<file path="config.mk">
export PLATFORM = sky130hd
export DESIGN_NAME = bsg_wormhole_broadcast_inject_arbiter
export DESIGN_NICKNAME = d
export VERILOG_FILES = /design/src/rtl/bsg_wormhole_broadcast_inject_arbiter_pkg.sv /design/src/rtl/bsg_wormhole_broadcast_inject_arbiter_rr_picker.sv /design/src/rtl/bsg_wormhole_broadcast_inject_arbiter.sv
export SDC_FILE = /design/constraint.sdc
export NUM_CORES = 1
export LEC_CHECK = 0
export CORE_ASPECT_RATIO = 0.7
export CORE_MARGIN = 2
export CORE_UTILIZATION = 39
export DETAILED_ROUTE_END_ITERATION = 10
export PLACE_DENSITY = 0.87
export SKIP_CTS_REPAIR_TIMING = 1
export SLEW_MARGIN = 20
export SYNTH_ARGS = -nofsm -noshare
export SYNTH_HDL_FRONTEND = slang
export SYNTH_SLANG_ARGS = --single-unit
</file>
<file path="constraint.sdc">
create_clock -name clk_i -period 5.6 [get_ports clk_i]
set_input_delay 0.84 -clock clk_i [delete_from_list [all_inputs] [get_ports clk_i]]
set_output_delay 0.84 -clock clk_i [all_outputs]
set_load 0.05 [all_outputs]
</file>
<file path="src/rtl/bsg_wormhole_broadcast_inject_arbiter_pkg.sv">
// Shared types for the wormhole broadcast inject arbiter: FSM state encoding
// and the header field offsets of the network's flit format.
package bsg_wormhole_broadcast_arb_pkg;

    typedef enum logic {
        e_idle,
        e_locked
    } state_e;

    // Coordinate occupies the low bits; the length field follows directly above it.
    localparam int cord_offset_lp = 0;

    function automatic int len_offset(input int cord_width);
        return cord_offset_lp + cord_width;
    endfunction

endpackage

</file>
<file path="src/rtl/bsg_wormhole_broadcast_inject_arbiter_rr_picker.sv">
// Combinational rotate-priority picker: returns the first set request found
// scanning upward from rr_ptr with wrap-around, plus a found flag.
module bsg_wormhole_broadcast_rr_picker #(
    parameter int num_in_p     = 4,
    parameter int ptr_width_lp = $clog2(num_in_p)
) (
    input  logic [num_in_p-1:0]     v,
    input  logic [ptr_width_lp-1:0] rr_ptr,
    output logic [ptr_width_lp-1:0] sel,
    output logic                    found
);

    logic [ptr_width_lp:0]   sum;
    logic [ptr_width_lp-1:0] idx;

    always_comb begin
        // NOTE: every output gets a default before the loop so no path leaves it unassigned (no latch).
        sel   = '0;
        found = 1'b0;
        sum   = '0;
        idx   = '0;
        // Walk from the farthest offset down so the nearest requester wins last.
        for (int k = num_in_p - 1; k >= 0; k--) begin
            sum = {1'b0, rr_ptr} + (ptr_width_lp + 1)'(k);
            if (sum >= (ptr_width_lp + 1)'(num_in_p)) begin
                sum = sum - (ptr_width_lp + 1)'(num_in_p);
            end
            idx = sum[ptr_width_lp-1:0];
            if (v[idx]) begin
                sel   = idx;
                found = 1'b1;
            end
        end
    end

endmodule

</file>
<file path="src/rtl/bsg_wormhole_broadcast_inject_arbiter.sv">
// Packet-granular round-robin arbiter feeding one wormhole broadcast input.
// Optional simulation checks are enabled with BSG_WORMHOLE_BCAST_ARB_ASSERT_EN.
module bsg_wormhole_broadcast_inject_arbiter
    import bsg_wormhole_broadcast_arb_pkg::*;
#(
    parameter int flit_width_p = 16,
    parameter int len_width_p  = 4,
    parameter int cord_width_p = 4,
    parameter int num_in_p     = 4
) (
    input  logic                                 clk_i,
    input  logic                                 reset_i,
    input  logic [num_in_p-1:0]                  v_i,
    input  logic [num_in_p-1:0][flit_width_p-1:0] data_i,
    output logic [num_in_p-1:0]                  ready_and_o,
    output logic                                 v_o,
    output logic [flit_width_p-1:0]              data_o,
    input  logic                                 ready_and_i
);

    localparam int ptr_width_lp = $clog2(num_in_p);
    localparam int len_lsb_lp   = len_offset(cord_width_p);

    state_e                  state_r;
    logic [ptr_width_lp-1:0] rr_ptr_r;
    logic [ptr_width_lp-1:0] lock_idx_r;
    logic [len_width_p-1:0]  remain_r;

    logic [ptr_width_lp-1:0] pick_sel;
    logic                    pick_found;
    logic [ptr_width_lp-1:0] sel;
    logic                    active;
    logic                    xfer;
    logic [len_width_p-1:0]  hdr_len;

    function automatic logic [ptr_width_lp-1:0] wrap_inc(input logic [ptr_width_lp-1:0] idx);
        return (idx == ptr_width_lp'(num_in_p - 1)) ? '0 : idx + 1'b1;
    endfunction

    bsg_wormhole_broadcast_rr_picker #(
        .num_in_p    (num_in_p),
        .ptr_width_lp(ptr_width_lp)
    ) picker (
        .v     (v_i),
        .rr_ptr(rr_ptr_r),
        .sel   (pick_sel),
        .found (pick_found)
    );

    // The selection is only sticky once a multi-flit header has actually transferred.
    assign sel         = (state_r == e_locked) ? lock_idx_r : pick_sel;
    assign active      = ~reset_i & ((state_r == e_locked) | pick_found);
    assign v_o         = active & v_i[sel];
    assign data_o      = data_i[sel];
    assign ready_and_o = active ? (num_in_p'(ready_and_i) << sel) : '0;
    assign xfer        = v_o & ready_and_i;
    assign hdr_len     = data_i[sel][len_lsb_lp +: len_width_p];

    always_ff @(posedge clk_i) begin
        // NOTE: state registers use non-blocking assignments so every read in this block sees pre-edge values.
        if (reset_i) begin
            state_r    <= e_idle;
            rr_ptr_r   <= '0;
            lock_idx_r <= '0;
            remain_r   <= '0;
        end else begin
            case (state_r)
                e_idle: begin
                    if (xfer) begin
                        if (hdr_len == '0) begin
                            rr_ptr_r <= wrap_inc(sel);
                        end else begin
                            lock_idx_r <= sel;
                            remain_r   <= hdr_len;
                            state_r    <= e_locked;
                        end
                    end
                end
                e_locked: begin
                    if (xfer) begin
                        remain_r <= remain_r - 1'b1;
                        if (remain_r == len_width_p'(1)) begin
                            rr_ptr_r <= wrap_inc(lock_idx_r);
                            state_r  <= e_idle;
                        end
                    end
                end
                default: state_r <= e_idle;
            endcase
        end
    end

`ifdef BSG_WORMHOLE_BCAST_ARB_ASSERT_EN
    for (genvar i = 0; i < num_in_p; i++) begin : g_req_chk
        assert property (@(posedge clk_i) disable iff (reset_i)
            (v_i[i] & ~ready_and_o[i]) |=> $stable(data_i[i]))
            else $error("requester %0d changed its flit while waiting", i);
        assert property (@(posedge clk_i) disable iff (reset_i)
            (v_i[i] & ~ready_and_o[i]) |=> v_i[i])
            else $error("requester %0d dropped valid before the handshake", i);
    end
    assert property (@(posedge clk_i) disable iff (reset_i)
        (v_o & (state_r == e_locked)) |-> (sel == lock_idx_r))
        else $error("output driven by a requester other than the lock holder");
    assert property (@(posedge clk_i) disable iff (reset_i)
        ((state_r == e_locked) & xfer) |-> (remain_r != '0))
        else $error("remaining flit count underflow");
`endif

endmodule

</file>
-- Yosys cells after proc, flatten, opt, wreduce, memory -nomap -nowiden
Index checks and enable logic that the tools add are counted.
- add/sub/neg operators: 10
- order comparisons: 9
- equal/unequal tests: 8
- shift-type cells: 1
- muxes and demuxes: 42
- bitwise operators: 7
- reductions and logical operators: 4
- operators by type and width (kind ; number):
    $bmux 16 s2 ; 1
    $mux 2 ; 15
    $mux 16 ; 1
    $mux 4 ; 4
    $lt 2x3->1 const B ; 5
    $mux 1 ; 13
    $bmux 1 s2 ; 5
    $ge 3x3->1 const B ; 3
    $pmux 4 s2 ; 1
    $sub 2x1->2 const B ; 4
    $add 2x2->3 const B ; 2
    $ne 2x2->1 const B ; 3
    $reduce_and 3->1 ; 2
    $add 2x1->2 const B ; 2
    $eq 2x2->1 const B ; 2
    $eq 4x1->1 const B ; 1
    $logic_not 4->1 ; 1
    $ne 2x1->1 const B ; 2
    $pmux 2 s2 ; 1
    $reduce_and 4->1 ; 1
    $shl 1x2->4 ; 1
    $sub 4x1->4 const B ; 1
    $add 2x1->3 const B ; 1
    $and 1x1->1 ; 3
    4 further kinds ; 6
- bits in registers: 9
- input port bits: 71
- output and inout bits: 21
- word-level logic and storage cells: 85

-- Depth between registers and ports, before layout
- depth after elaboration: 16
- depth in mapped cells: 12
- gate-level depth less buffers: 10

-- Cells and area by module
Synthesis repeated with hierarchy kept, for this count alone.
- cells, all modules: 129
- area, all modules: 1255.0 um^2
- modules (own cells, without submodules) (module ; instances ; cells each ; area an instance (um^2) ; sequential area each (um^2)):
    bsg_wormhole_broadcast_inject_arbiter ; 1 ; 116 ; 1177.4 ; 180.2
    bsg_wormhole_broadcast_rr_picker ; 1 ; 13 ; 77.6 ; 0.0

-- Least setup slack after synthesis
No wires, ideal clock.
- path kind: input to output
- from: input port v_i[1]
- to: output port data_o[0]
- arrival: 3197 ps
- required time: 4760 ps
- slack: 1563 ps
- stages: 9
- path buffers: 2
- cells stage by stage: and2b_4 -> a2111oi_4 -> or3_4 -> inv_2 -> buf_2 -> buf_1 -> nand2_1 -> and3_1 -> a31oi_1
- longest elaborated chain between the ends: 9
- elaborated cells between the ends (all ways): 15
- those cells by class: mux: 15
- RTL lines (element ; RTL line ; RTL):
    from (decl) ; bsg_wormhole_broadcast_inject_arbiter.sv:13 ; input logic [num_in_p-1:0] v_i,
    $bmux 1 s2 ; bsg_wormhole_broadcast_inject_arbiter_rr_picker.sv:29 ; if (v[idx]) begin
    $mux 1 (implied by the code) ; bsg_wormhole_broadcast_inject_arbiter_rr_picker.sv:29 ;
    $mux 2 (3 in series) ; bsg_wormhole_broadcast_inject_arbiter_rr_picker.sv:29 ;
    $mux 2 (*) ; bsg_wormhole_broadcast_inject_arbiter_rr_picker.sv:29 ;
    $mux 2 (*) ; bsg_wormhole_broadcast_inject_arbiter.sv:51 ; assign sel = (state_r == e_locked) ? lock_idx_r : pick_sel;
    $bmux 16 s2 (*) ; bsg_wormhole_broadcast_inject_arbiter.sv:54 ; assign data_o = data_i[sel];
    $mux 16 (*) ; n/a ;
    to (decl) ; bsg_wormhole_broadcast_inject_arbiter.sv:17 ; output logic [flit_width_p-1:0] data_o,
Mark *: on every way between the ends. The rest lies on a longest branch, timed or not. The select of a mux whose other input is x is not followed.

-- Worst setup path in the final report
- from: input port v_i[2]
- to: output port data_o[4]
Same word-level chain as after synthesis.

==> run_summary.xml <==
<?xml version="1.0" encoding="UTF-8"?>
<metrics>
  <group name="run_status">
    <metric name="status" unit="">finished clean</metric>
  </group>
  <group name="power_and_ir_drop">
    <metric name="power.switching" unit="uW">218.3</metric>
    <metric name="clkPwrFrac" unit="%">16.3</metric>
    <metric name="power.density_cell_area" unit="nW/um^2">200.2</metric>
    <metric name="power.share.sequential" unit="%">16.1</metric>
    <metric name="design_power_total" unit="uW">469.2</metric>
    <metric name="power.static_leakage" unit="nW">1.001</metric>
    <metric name="power_switching_share" unit="%">46.51</metric>
    <metric name="irDropWorstVdd" unit="mV">0.1765</metric>
    <metric name="combinationalPowerShare" unit="%">67.6</metric>
    <metric name="internal_power" unit="uW">251.0</metric>
  </group>
  <group name="die">
    <metric name="effective_utilization_at_floorplan" unit="%">42.14</metric>
    <metric name="chipWidth" unit="um">74.88</metric>
    <metric name="boundaryPins" unit="">92</metric>
    <metric name="placementRows" unit="">17</metric>
    <metric name="die_h" unit="um">53.61</metric>
    <metric name="core_area" unit="sq um">3254</metric>
    <metric name="die_area" unit="sq um">4014</metric>
  </group>
  <group name="sta">
    <metric name="finalHoldViolations" unit="">0</metric>
    <metric name="worst_pin_slew" unit="ps">662.4</metric>
    <metric name="timing_max_transition_violations_final" unit="">0</metric>
    <metric name="finalWorstPathRequiredPeriod" unit="ps">5065</metric>
    <metric name="grt_setup_unrepaired" unit="">false</metric>
    <metric name="clock_skew" unit="ps">2.231</metric>
    <metric name="fin_setup_tns" unit="ps">0</metric>
    <metric name="slew-limit-headroom" unit="%">55.78</metric>
    <metric name="report.final.setup_viol" unit="">0</metric>
    <metric name="maxClockFrequency" unit="MHz">197.4</metric>
    <metric name="final.hold.worst_slack" unit="ps">506.9</metric>
    <metric name="setup_slack" unit="ps">535.3</metric>
    <metric name="layout_worst_path_cycle_share" unit="%">90.44</metric>
  </group>
  <group name="final_layout">
    <metric name="n_antenna_cell" unit="">0</metric>
    <metric name="finish.net_count" unit="">371</metric>
    <metric name="final_cell_count_no_fill" unit="">342</metric>
    <metric name="layout_commonest_cell" unit="">sky130_fd_sc_hd__clkdlybuf4s50_1</metric>
    <metric name="layout_common_cells" unit="">sky130_fd_sc_hd__clkdlybuf4s50_1, sky130_fd_sc_hd__nand2_1, sky130_fd_sc_hd__nor2_1</metric>
    <metric name="layout-area-overhead-vs-synth" unit="%">70.89</metric>
    <metric name="fraction_of_layout_cells_with_a_size_suffix_above_1" unit="%">6.102</metric>
  </group>
  <group name="route">
    <metric name="vias" unit="">1853</metric>
    <metric name="antenna_left" unit="">0</metric>
    <metric name="routed_wl" unit="mm">4.862</metric>
    <metric name="detailedRoute.firstIterationViolations" unit="">102</metric>
    <metric name="routed_wire_length_per_instance" unit="um">14.22</metric>
    <metric name="drt_pass1_iterations" unit="">4</metric>
    <metric name="drc" unit="">0</metric>
    <metric name="post_drt_via_cell_ratio" unit="">5.418</metric>
  </group>
  <group name="synthesis">
    <metric name="synth.net_count" unit="">286</metric>
    <metric name="yosys_register_bits" unit="">9</metric>
    <metric name="ys_seq_area_share" unit="%">13.14</metric>
    <metric name="netlist-cell-type-count" unit="">49</metric>
    <metric name="syn_avg_cell_area" unit="sq um">6.499</metric>
    <metric name="synthArstFlopShare" unit="%">0</metric>
    <metric name="primary_flip_flop_cell_chosen_by_synthesis_mapping" unit="">sky130_fd_sc_hd__dfxtp_1</metric>
    <metric name="synthesis.yosys.warnings" unit="">0</metric>
    <metric name="syn-cell-area" unit="sq um">1371</metric>
    <metric name="synth_cells" unit="">211</metric>
    <metric name="synth_edf_count" unit="">0</metric>
  </group>
  <group name="cts">
    <metric name="cts.reportedPaths.clkPinSlew" unit="ps">40</metric>
    <metric name="cts-buffers-inserted" unit="">3</metric>
    <metric name="cts-root-to-sink-buffers" unit="">2</metric>
    <metric name="clock_latency" unit="ps">240</metric>
    <metric name="tritoncts_clock_tree" unit="">yes</metric>
    <metric name="clock_sinks" unit="">9</metric>
    <metric name="cts_htree_levels" unit="">1</metric>
    <metric name="cts-root-buf" unit="">sky130_fd_sc_hd__clkbuf_8</metric>
  </group>
  <group name="hold_path">
    <metric name="min_delay_path_depth" unit="">1</metric>
    <metric name="worst_hold_path_type" unit="">reg2reg</metric>
  </group>
  <group name="critical_path">
    <metric name="critPathMaxFanout" unit="">36</metric>
    <metric name="worst-r2r-cell-count" unit="">8</metric>
    <metric name="critPathMostFrequentCell" unit="">sky130_fd_sc_hd__clkdlybuf4s50_1</metric>
    <metric name="end_kind" unit="">primary output</metric>
    <metric name="critical_path_class" unit="">in2out</metric>
    <metric name="crit_family" unit="">buffers and inverters</metric>
    <metric name="instance_count_on_the_critical_path" unit="">9</metric>
    <metric name="delay_of_the_slowest_cell_on_the_worst_path" unit="ps">790</metric>
    <metric name="worst_path_max_delay_cell" unit="">sky130_fd_sc_hd__clkdlybuf4s50_1</metric>
    <metric name="worst_ep_arrival_time" unit="ps">4220</metric>
    <metric name="cells_traversed_along_the_worst_timing_path" unit="">clkdlybuf4s50_1 -&gt; and2b_1 -&gt; a2111oi_4 -&gt; or3_4 -&gt; inv_2 -&gt; a221oi_1 -&gt; or2_2 -&gt; inv_1 -&gt; clkdlybuf4s50_1</metric>
    <metric name="crit_required" unit="ps">4760</metric>
    <metric name="worstPathBufferInverterCount" unit="">4</metric>
    <metric name="timing.critical_path.from_type" unit="">primary input</metric>
  </group>
  <group name="grt">
    <metric name="global_route.overflow_total" unit="">0</metric>
    <metric name="antenna_found_initial" unit="">0</metric>
    <metric name="global_route.usage.total" unit="%">22.75</metric>
    <metric name="wire_length_of_the_first_global_routing_pass" unit="mm">7.038</metric>
    <metric name="grt_pass1_vias" unit="">1562</metric>
    <metric name="grt_max_degree" unit="">37</metric>
  </group>
  <group name="place">
    <metric name="buffer_ports.inserted" unit="">91</metric>
    <metric name="final_hpwl_from_detailed_placement" unit="mm">3.745</metric>
    <metric name="gp_congestion" unit="">0.8206</metric>
    <metric name="dp_worst_setup_slack" unit="ps">565.9</metric>
    <metric name="placed_instances" unit="">338</metric>
  </group>
  <group name="run">
    <metric name="max-cap-violations" unit="">0</metric>
  </group>
</metrics>
## cells in the mapped netlist (5+ instances only)
cell,count,area [sq um]
sky130_fd_sc_hd__inv_1,12,45.04
sky130_fd_sc_hd__nor2_1,16,60.06
sky130_fd_sc_hd__nand2_1,58,217.7
sky130_fd_sc_hd__a21oi_1,9,45.04
sky130_fd_sc_hd__and2_1,7,43.79
sky130_fd_sc_hd__o21ai_0,5,25.02
sky130_fd_sc_hd__a31oi_1,14,87.58
sky130_fd_sc_hd__dfxtp_1,9,180.2
sky130_fd_sc_hd__and3_1,14,87.58
## cells by family after synthesis
kind of cell	after synthesis	share of synthesized area, %
multiplexers	5	3.832
flip-flops	9	13.14
buffers and inverters	25	7.207
AND/OR/NAND/NOR	108	37.41
adder cells (fa/ha/maj)	4	3.650
AO/OA/AOI/OAI	60	34.76
## final timing paths
| check | from | to | slack (ps) |
|---|---|---|---|
| worst max-delay path | v_i[2] | data_o[4] | 540 |
| worst min-delay path | remain_r[0]$_SDFFE_PP0P_ | remain_r[0]$_SDFFE_PP0P_ | 510 |
| worst max register to register | state_r$_SDFF_PP0_ | lock_idx_r[1]$_SDFFE_PP0P_ | 2010 |
| worst min register to register | remain_r[0]$_SDFFE_PP0P_ | remain_r[0]$_SDFFE_PP0P_ | 510 |
## metal layers
layer | up-vias | routed length, um | track usage [%]
met5 | - | 0 | 0
met4 | 0 | 34 | 4.762
met3 | 7 | 506 | 5.618
met2 | 88 | 2217 | 38.74
met1 | 831 | 2103 | 29.39
li1 | 927 | - | -
## state kept, by name (all words and copies together), names as in the netlist
register    count
lock_idx_r      2
state_r         1
rr_ptr_r        2
remain_r        4
## power by group through the flow
| stage | logic [mW] | clock network (mW) | registers [mW] |
|---|---|---|---|
| global placement | 0.311 | 0 | 0.0763 |
| floorplan | 0.202 | 0 | 0.0723 |
| global route | 0.338 | 0.0830 | 0.0761 |
| CTS | 0.317 | 0.0784 | 0.0753 |
| finish | 0.317 | 0.0767 | 0.0755 |
| detailed placement | 0.316 | 0 | 0.0764 |
## stage by stage
stage | util (%) | area, sq um
after floorplan | - | 1371
after global placement | 70.63 | 2298
after detailed placement | 70.63 | 2298
after CTS | 72.01 | 2344
after global routing | 72.01 | 2344
final | 72.01 | 2344
## layout make-up
cell class                 count  area [sq um]
multi-input combinational    177          1092
timing repair buffer          92         918.4
fill                         276         910.9
sequential                     9         180.2
tap                           47         58.81
inverter                      13         48.80
clock buffer                   4         45.04
No activity file was read; power rests on OpenSTA's default activity.
